===== config.mk =====
export PLATFORM = sky130hd
export DESIGN_NAME = fifo_rr_write_arbiter
export DESIGN_NICKNAME = d
export VERILOG_FILES = /design/src/rtl/fifo_arb_pkg.sv /design/src/rtl/fifo_rr_write_arbiter_picker.sv /design/src/rtl/fifo_rr_write_arbiter.sv
export SDC_FILE = /design/constraint.sdc
export NUM_CORES = 1
export LEC_CHECK = 0
export CAP_MARGIN = 10
export CELL_PAD_IN_SITES_DETAIL_PLACEMENT = 0
export CELL_PAD_IN_SITES_GLOBAL_PLACEMENT = 2
export CORE_MARGIN = 3
export CORE_UTILIZATION = 20
export DETAILED_ROUTE_END_ITERATION = 10
export GPL_TIMING_DRIVEN = 0
export PLACE_DENSITY = 0.87
export SLEW_MARGIN = 20
export SYNTH_ARGS = -nofsm -noshare
export SYNTH_HDL_FRONTEND = slang
export SYNTH_SLANG_ARGS = --single-unit
export TNS_END_PERCENT = 10

===== constraint.sdc =====
create_clock -name clk_i -period 4.4 [get_ports clk_i]
set_clock_uncertainty 0.05 [all_clocks]
set_input_delay 0.66 -clock clk_i [delete_from_list [all_inputs] [get_ports clk_i]]
set_output_delay 0.66 -clock clk_i [all_outputs]
set_load 0.03 [all_outputs]

===== src/rtl/fifo_arb_pkg.sv =====
// Shared types and helpers for the FIFO round-robin write arbiter.
// Holds the arbiter state encoding and a one-hot index decoder.
package fifo_arb_pkg;

  // Widest requester vector the one-hot helper can produce.
  localparam int MAX_REQ  = 32;
  localparam int OH_IDX_W = 5;

  typedef enum logic {
    IDLE,
    BURST
  } arb_state_t;

  function automatic logic [MAX_REQ-1:0] onehot(
    input logic [OH_IDX_W-1:0] idx
  );
    logic [MAX_REQ-1:0] v;
    v      = '0;
    v[idx] = 1'b1;
    return v;
  endfunction

endpackage


===== src/rtl/fifo_rr_write_arbiter_picker.sv =====
// Combinational round-robin picker: first set request after last_i.
// Search order is last_i+1, last_i+2, ... wrapping modulo NUM_REQ.
module rr_priority_picker
  import fifo_arb_pkg::*;
#(
  parameter int NUM_REQ = 4,
  parameter int IDX_W   = $clog2(NUM_REQ)
) (
  input  logic [NUM_REQ-1:0] req_i,
  input  logic [IDX_W-1:0]   last_i,
  output logic               valid_o,
  output logic [IDX_W-1:0]   pick_o
);

  int             sum;
  logic [IDX_W-1:0] idx;

  // Scan the rotated request vector and keep the first hit.
  always_comb begin
    valid_o = 1'b0;
    pick_o  = '0;
    sum     = 0;
    idx     = '0;
    for (int k = 1; k <= NUM_REQ; k++) begin
      sum = int'(last_i) + k;
      idx = IDX_W'(sum % NUM_REQ);
      if (!valid_o && req_i[idx]) begin
        valid_o = 1'b1;
        pick_o  = idx;
      end
    end
  end

endmodule


===== src/rtl/fifo_rr_write_arbiter.sv =====
// Round-robin, burst-bounded arbiter for a single FIFO write port.
// Define FIFO_ARB_ALMOST_FULL_THROTTLE_EN to hold off new bursts on almost-full.
module fifo_rr_write_arbiter
  import fifo_arb_pkg::*;
#(
  parameter int NUM_REQ    = 4,
  parameter int DATA_WIDTH = 8,
  parameter int BURST_LEN  = 4
) (
  input  logic                          clk_i,
  input  logic                          reset_i,
  input  logic [NUM_REQ-1:0]            req_i,
  input  logic [NUM_REQ*DATA_WIDTH-1:0] data_i,
  input  logic                          fifo_full_i,
  input  logic                          fifo_almost_full_i,
  output logic [NUM_REQ-1:0]            grant_o,
  output logic                          fifo_write_o,
  output logic [DATA_WIDTH-1:0]         fifo_wdata_o,
  output logic [$clog2(NUM_REQ)-1:0]    owner_o,
  output logic                          busy_o
);

  localparam int IDX_W = $clog2(NUM_REQ);
  localparam int CNT_W = $clog2(BURST_LEN + 1);

  localparam logic [CNT_W-1:0] CNT_LAST  = CNT_W'(BURST_LEN - 1);
  localparam logic [IDX_W-1:0] LAST_RST  = IDX_W'(NUM_REQ - 1);

  arb_state_t       state_q, state_d;
  logic [IDX_W-1:0] owner_q, owner_d;
  logic [IDX_W-1:0] last_q,  last_d;
  logic [CNT_W-1:0] cnt_q,   cnt_d;

  logic [DATA_WIDTH-1:0] words [NUM_REQ];

  logic             pick_valid;
  logic [IDX_W-1:0] pick_idx;
  logic             start;
  logic             wr;
  logic             owner_req;

  rr_priority_picker #(
    .NUM_REQ (NUM_REQ),
    .IDX_W   (IDX_W)
  ) u_picker (
    .req_i   (req_i),
    .last_i  (last_q),
    .valid_o (pick_valid),
    .pick_o  (pick_idx)
  );

  // Unpack the producer words so the owner can select one by index.
  always_comb begin
    for (int i = 0; i < NUM_REQ; i++) begin
      words[i] = data_i[i*DATA_WIDTH +: DATA_WIDTH];
    end
  end

`ifdef FIFO_ARB_ALMOST_FULL_THROTTLE_EN
  // A new burst only opens when the FIFO has comfortable headroom.
  always_comb begin
    start = pick_valid && !fifo_full_i && !fifo_almost_full_i;
  end
`else
  logic unused_af;
  assign unused_af = fifo_almost_full_i;

  // A new burst opens as soon as someone asks and the FIFO is not full.
  always_comb begin
    start = pick_valid && !fifo_full_i;
  end
`endif

  // Write-side outputs come straight from the owner's request and data.
  always_comb begin
    owner_req    = req_i[owner_q];
    wr           = 1'b0;
    grant_o      = '0;
    fifo_write_o = 1'b0;
    fifo_wdata_o = '0;
    if (state_q == BURST) begin
      wr           = owner_req && !fifo_full_i;
      fifo_write_o = wr;
      fifo_wdata_o = words[owner_q];
      if (wr) begin
        grant_o = NUM_REQ'(onehot(OH_IDX_W'(owner_q)));
      end
    end
    busy_o  = (state_q == BURST);
    owner_o = owner_q;
  end

  // Next-state: open a burst from IDLE, close it on length or request drop.
  always_comb begin
    state_d = state_q;
    owner_d = owner_q;
    last_d  = last_q;
    cnt_d   = cnt_q;
    unique case (state_q)
      IDLE: begin
        if (start) begin
          state_d = BURST;
          owner_d = pick_idx;
          cnt_d   = '0;
        end
      end
      BURST: begin
        if (!fifo_full_i) begin
          if (!owner_req) begin
            state_d = IDLE;
            last_d  = owner_q;
          end else begin
            cnt_d = cnt_q + 1'b1;
            if (cnt_q == CNT_LAST) begin
              state_d = IDLE;
              last_d  = owner_q;
            end
          end
        end
      end
      default: begin
        state_d = IDLE;
      end
    endcase
  end

  // State registers; reset makes producer 0 the first pick.
  always_ff @(posedge clk_i or posedge reset_i) begin
    if (reset_i) begin
      state_q <= IDLE;
      owner_q <= '0;
      last_q  <= LAST_RST;
      cnt_q   <= '0;
    end else begin
      state_q <= state_d;
      owner_q <= owner_d;
      last_q  <= last_d;
      cnt_q   <= cnt_d;
    end
  end

  a_no_write_when_full : assert property (
    @(posedge clk_i) disable iff (reset_i)
    !(fifo_write_o && fifo_full_i)
  );

  a_grant_onehot0 : assert property (
    @(posedge clk_i) disable iff (reset_i)
    $onehot0(grant_o)
  );

endmodule


==> results of run 1 <==
[Yosys cell counts, types with 2 or more instances]
cell / count
a21o_1: 2
a31oi_1: 2
and2_1: 8
clkbuf_1: 2
dfrtp_1: 6
dfstp_2: 2
ha_1: 2
inv_1: 5
mux2_2: 3
mux2i_1: 2
mux4_2: 9
nand2_1: 6
nand2b_1: 3
nor2_1: 6
nor3b_1: 2
[through the flow]
stage / cell area, um^2 / worst slack [ns] / hold slack, ns / utilization
after detailed placement: 1408 / 1.126 / 0.4507 / 0.3733
final: 1453 / 1.118 / 0.4636 / 0.3852
after global routing: 1453 / 1.074 / 0.5032 / 0.3852
after global placement: 1408 / 1.131 / 0.4455 / 0.3733
after floorplan: 807.0 / 1.743 / 0.4242 / -
after CTS: 1453 / 1.108 / 0.4662 / 0.3852
[routing by layer]
layer / up-vias / global-route usage
met5: - / 0
met4: 0 / 0.02603
met3: 3 / 0.03478
met2: 52 / 0.1674
met1: 387 / 0.1581
li1: 407 / -
[power by group through the flow]
stage               clock [uW]  combinational [uW]  sequential [uW]
detailed placement           0                 636              164
global placement             0                 630              162
floorplan                    0                 395              180
CTS                       97.6                 640              163
finish                    96.5                 630              162
global route               103                 681              170
[flip-flops by register name, indices dropped and copies added (netlist names)]
signal	flops
busy_o	1
cnt_q	3
last_q	2
owner_o	2
[critical path: stages]
cell	delay, ns
clkdlybuf4s50_1	0.53
mux4_2	0.61
and2_4	0.18
clkdlybuf4s50_1	0.58
[area by class of cell]
| cell class | instances | area (um^2) |
|---|---|---|
| well taps | 48 | 60.06 |
| fillers | 386 | 2318 |
| plain buffers | 4 | 23.77 |
| inverters | 5 | 18.77 |
| repair buffers | 54 | 540.5 |
| flip-flops and latches | 8 | 202.7 |
| multi-input cells | 61 | 561.8 |
| clock buffers | 4 | 45.04 |
[logic make-up after synthesis]
logic type	count (synthesis)	synth area share
simple gates	34	0.2450
buf+inv	9	0.05271
mux	14	0.3178
flops	8	0.2512
compound gates	11	0.1023
fa+ha+maj	2	0.03100
[final timing paths]
kind                                         endpoint  slack (ns)  cells past startpoint
worst max-delay path                     fifo_write_o        1.12                      4
worst min-delay path             cnt_q[2]$_DFFE_PP0P_        0.46                      1
worst max register to register  last_q[1]$_DFFE_PP1P_        2.62                      4
worst min register to register   cnt_q[2]$_DFFE_PP0P_        0.46                      1
max in group asynchronous       last_q[1]$_DFFE_PP1P_        3.38                      2
min in group asynchronous        cnt_q[1]$_DFFE_PP0P_        0.63                      2
==> flow_summary.ini, run 1 <==
[yosys]
ys_ff_latch = 8
yosysWarnings = 0
synth_edf_count = 0
ys.flop_type = dfrtp_1
syn_nets = 120
synth_top_area_frac = 0.2512
syn_area_um2 = 807.0
synthTopCellsByArea = mux4_2 25%, dfrtp_1 19%, dfstp_2 6.5%
yosys.area.top_type = mux4_2
ys_seq_area_frac = 0.2512
synth.avg_cell_area_um2 = 10.35
yosysUniqueCellTypes = 33
ys_async_sr_fraction = 1.000
synth_cells = 78

[clock_tree]
clock-sinks = 8
cts-buffers-inserted = 3
cts_hold_buf = 0
cts_root_buf = clkbuf_8
clk-insertion-delay-late_ns = 0.23
clock_path_buffers = 2
cts_tree = done
htreeDepth = 1
cts_resized = 0
post_cts_buffers = 0
clkTransAtPathRegs_ns = 0.05

[run]
maxCapViolations = 0

[setup_path]
cp-start-kind = input port
cp-end-kind = output pin
r2r-start = owner_o[0]$_DFFE_PP0P_
crit_type = input port to output pin
crit_fanout = 7
cp.arrival_ns = 2.57
startpoint = req_i[3]
required_ns = 3.69

[sta]
fmax_mhz = 304.7
rsz0062_at_grt = false
finalSetupViolations = 0
tightest_slew_ns = 0.4675
maxSlewViolCount = 0
fin_crit_ns = 3.282
setup_tns_ns = 0
hold_viol_final = 0
relSlewSlack = 0.6884
fin_crit_sh = 0.7459

[die]
dieArea_um2 = 4833
die_width_um = 69.52
pin_count = 56
fp-row-count = 22
start_util = 0.2140
die_h_um = 69.52
core_um2 = 3771

[pwr]
p_comb_frac = 0.709
pwr-share-seq = 0.183
ir_drop_uv = 195.1
powerDensity_nw_per_um2 = 612.0
intPower_uw = 501.4
p_leak_uw = 0.0005599
p_clk_frac = 0.109
switching_share = 0.4360
switching_power_uw = 387.6
total_power_uw = 889.0

[cells_and_area]
final_cell_mix = 54 x clkdlybuf4s50_1, 9 x mux4_2, 8 x and2_1
nets = 179
final_cells = 184
final_common_cell = clkdlybuf4s50_1
diodes = 0
area_delta_synth_final_pct = 80.00
drive_gt1_frac = 0.1765

[routing]
via_per_inst = 4.614
num_vias = 849
post-route-drc-count = 0
ant_nets = 0
first_pass_iters = 3
drt-total-wl_um = 2642
wl_per_cell_um = 14.36
drt-met1-wl_um = 1278
detail_route.iter0.violations = 14
wl_met2_um = 1071
wl_met3_um = 264
top_layer_used = met4

[global_routing]
grt_max_degree = 11
grt_use_total = 0.1124
antenna_found_initial = 0
grt_pass1_wl_um = 4443
grt_pass1_vias = 905
grt_overflow_total = 0

[place]
dp_cells = 180
dp_hpwl_um = 2130
place.gp.congestion = 0.8772
io_buffers = 54

[status]
outcome = complete, no violations

[hold_path]
hold_class = flip-flop to flip-flop
worstHoldStart = cnt_q[2]$_DFFE_PP0P_
Power figures use the tool's default switching activity.
==> run 2: changes to the inputs <==
--- a/config.mk
+++ b/config.mk
@@ -9,10 +9,10 @@
 export CELL_PAD_IN_SITES_DETAIL_PLACEMENT = 0
 export CELL_PAD_IN_SITES_GLOBAL_PLACEMENT = 2
 export CORE_MARGIN = 3
-export CORE_UTILIZATION = 20
+export CORE_UTILIZATION = 17
 export DETAILED_ROUTE_END_ITERATION = 10
 export GPL_TIMING_DRIVEN = 0
-export PLACE_DENSITY = 0.87
+export PLACE_DENSITY = 0.79
 export SLEW_MARGIN = 20
 export SYNTH_ARGS = -nofsm -noshare
 export SYNTH_HDL_FRONTEND = slang
==> constraint.sdc (replaced) <==
create_clock -name clk_i -period 2.7 [get_ports clk_i]
set_clock_uncertainty 0.05 [all_clocks]
set_input_delay 0.405 -clock clk_i [delete_from_list [all_inputs] [get_ports clk_i]]
set_output_delay 0.405 -clock clk_i [all_outputs]
set_load 0.03 [all_outputs]
==> run 2 against run 1 <==
Against the previous run: first-iteration DRC count is 36% lower; sequential power is 64% higher; utilization is 5.6 points lower; sequential cell count stayed put; non-clock buffer count stayed put; worst setup slack worse by 0.95 ns; worst hold slack worse by 0.083 ns; count of clock-buffer cells in the layout stayed put; register-to-register slack worse by 1.7 ns; via count is 1.1% higher; final cell count is 2.2% higher; power is 63% higher.
==> flow_summary.ini, run 2 (synthesized netlist as in run 1, its figures left out) <==
[cells_and_area]
diodes = 0
nFillCells = 444
multi_input_area_um2 = 561.8
final_common_cell = clkdlybuf4s50_1
regMostFlops = cnt_q
final_cell_mix = 47 x clkdlybuf4s50_1, 9 x mux4_2, 8 x and2_1
area_delta_synth_final_pct = 82.33
seq_area_um2 = 202.7
drive_gt1_frac = 0.1838
final_cells = 188
nets = 179
largest_reg_flops = 3

[sta]
maxSlewViolCount = 0
relSlewSlack = 0.7295
rsz0062_at_grt = false
fin_crit_ns = 2.530
hold_viol_final = 0
finalSetupViolations = 0
timing.final.ws_setup_ns = 0.1700
fmax_mhz = 395.3
fin_crit_sh = 0.9370
whs_ns = 0.3802
tightest_slew_ns = 0.4001

[place]
dp_cells = 184
io_buffers = 54
place.gp.congestion = 0.7508
place_ws_ns = -0.07478
dp_hpwl_um = 2278

[setup_path]
crit_chain = clkbuf_2 > nand2_1 > nor3_1 > clkdlybuf4s50_1
slowest_stage = clkdlybuf4s50_1
critPathMaxStageDelay_ns = 0.72
rrSetupSlack_ns = 0.90
required_ns = 2.25
cp-start-kind = flip-flop
crit_fanout = 10
cp_top_family = buffers and inverters
crit_type = flip-flop to output pin
cp.arrival_ns = 2.07
cp-end-kind = output pin
worstPathBufferInverterCount = 2

[routing]
wl_met2_um = 1210
ant_nets = 0
top_layer_used = met4
post-route-drc-count = 0
detail_route.iter0.violations = 9
num_vias = 858
wl_met3_um = 371
wl_per_cell_um = 14.50
drt-total-wl_um = 2726
via_per_inst = 4.564
first_pass_iters = 3
drt-met1-wl_um = 1101

[die]
die_width_um = 74.90
start_util = 0.1804
dieArea_um2 = 5610
core_um2 = 4474
pin_count = 56
die_h_um = 74.90
fp-row-count = 24

[clock_tree]
post_cts_buffers = 0
htreeDepth = 1
clk-insertion-delay-late_ns = 0.24
cts_root_buf = clkbuf_8
cts-buffers-inserted = 3
clock_path_buffers = 2
cts_tree = done
cts_hold_buf = 0
clkTransAtPathRegs_ns = 0.05
clock-sinks = 8

[global_routing]
antenna_found_initial = 0
grt_pass1_wl_um = 3995
grt_overflow_total = 0
grt_pass1_vias = 857
grt_max_degree = 11
grt_use_total = 0.09617

[hold_path]
hold_class = input port to async pin

[pwr]
powerDensity_nw_per_um2 = 985.3
ir_drop_uv = 314.0
p_leak_uw = 0.0006336

[status]
outcome = complete, no violations

[run]
maxCapViolations = 0
==> run 2: cell count changes in the layout (fill, tap and decap cells not counted), sizes merged <==
cell,previous run,this run
dlygate4sd2,0,2
dlymetal6s2s,0,5
clkdlybuf4s50,54,47
==> run 2: power by group <==
| group | total, uW | internal [uW] | switching (uW) |
|---|---|---|---|
| Clock | 163 | 103 | 59.9 |
| Sequential | 266 | 190 | 75.7 |
| Combinational | 1020 | 517 | 503 |
==> run 2: final timing paths <==
kind,start,cells past startpoint,to
setup / recovery,owner_o[1]$_DFFE_PP0P_,4,grant_o[2]
hold / removal,reset_i,2,cnt_q[2]$_DFFE_PP0P_
setup reg to reg,owner_o[0]$_DFFE_PP0P_,4,last_q[0]$_DFFE_PP1P_
hold reg to reg,cnt_q[2]$_DFFE_PP0P_,1,cnt_q[2]$_DFFE_PP0P_
max in group asynchronous,reset_i,2,last_q[0]$_DFFE_PP1P_
min in group clk_i,cnt_q[2]$_DFFE_PP0P_,1,cnt_q[2]$_DFFE_PP0P_
==> run 2: cell type report <==
type,instances,area share
repair buffers,54,0.3741
multi-input cells,61,0.3818
plain buffers,4,0.01871
well taps,52,0.04422
inverters,5,0.01276
clock buffers,4,0.03061
flip-flops and latches,8,0.1378
==> run 2: per-layer routing <==
| layer | vias up | global-route usage |
|---|---|---|
| met2 | 50 | 0.1615 |
| met4 | 0 | 0.04150 |
| li1 | 405 | - |
| met3 | 3 | 0.02804 |
| met1 | 400 | 0.1136 |
| met5 | - | 0 |
==> run 2: per-stage QoR <==
step,TNS (ns),power (uW),utilization,instance area (um^2)
floorplan,0,936.7,-,807.0
global placement,-0.07198,1298,0.3157,1413
detailed placement,-0.07478,1310,0.3157,1413
CTS,0,1477,0.3261,1459
global route,0,1556,0.3289,1471
finish,0,1450,0.3289,1471
==> run 2: what timing repair did <==
action	CTS	global route
resized for setup	4	5
endpoints found under the setup margin	8	5
endpoints found under the hold margin	0	0
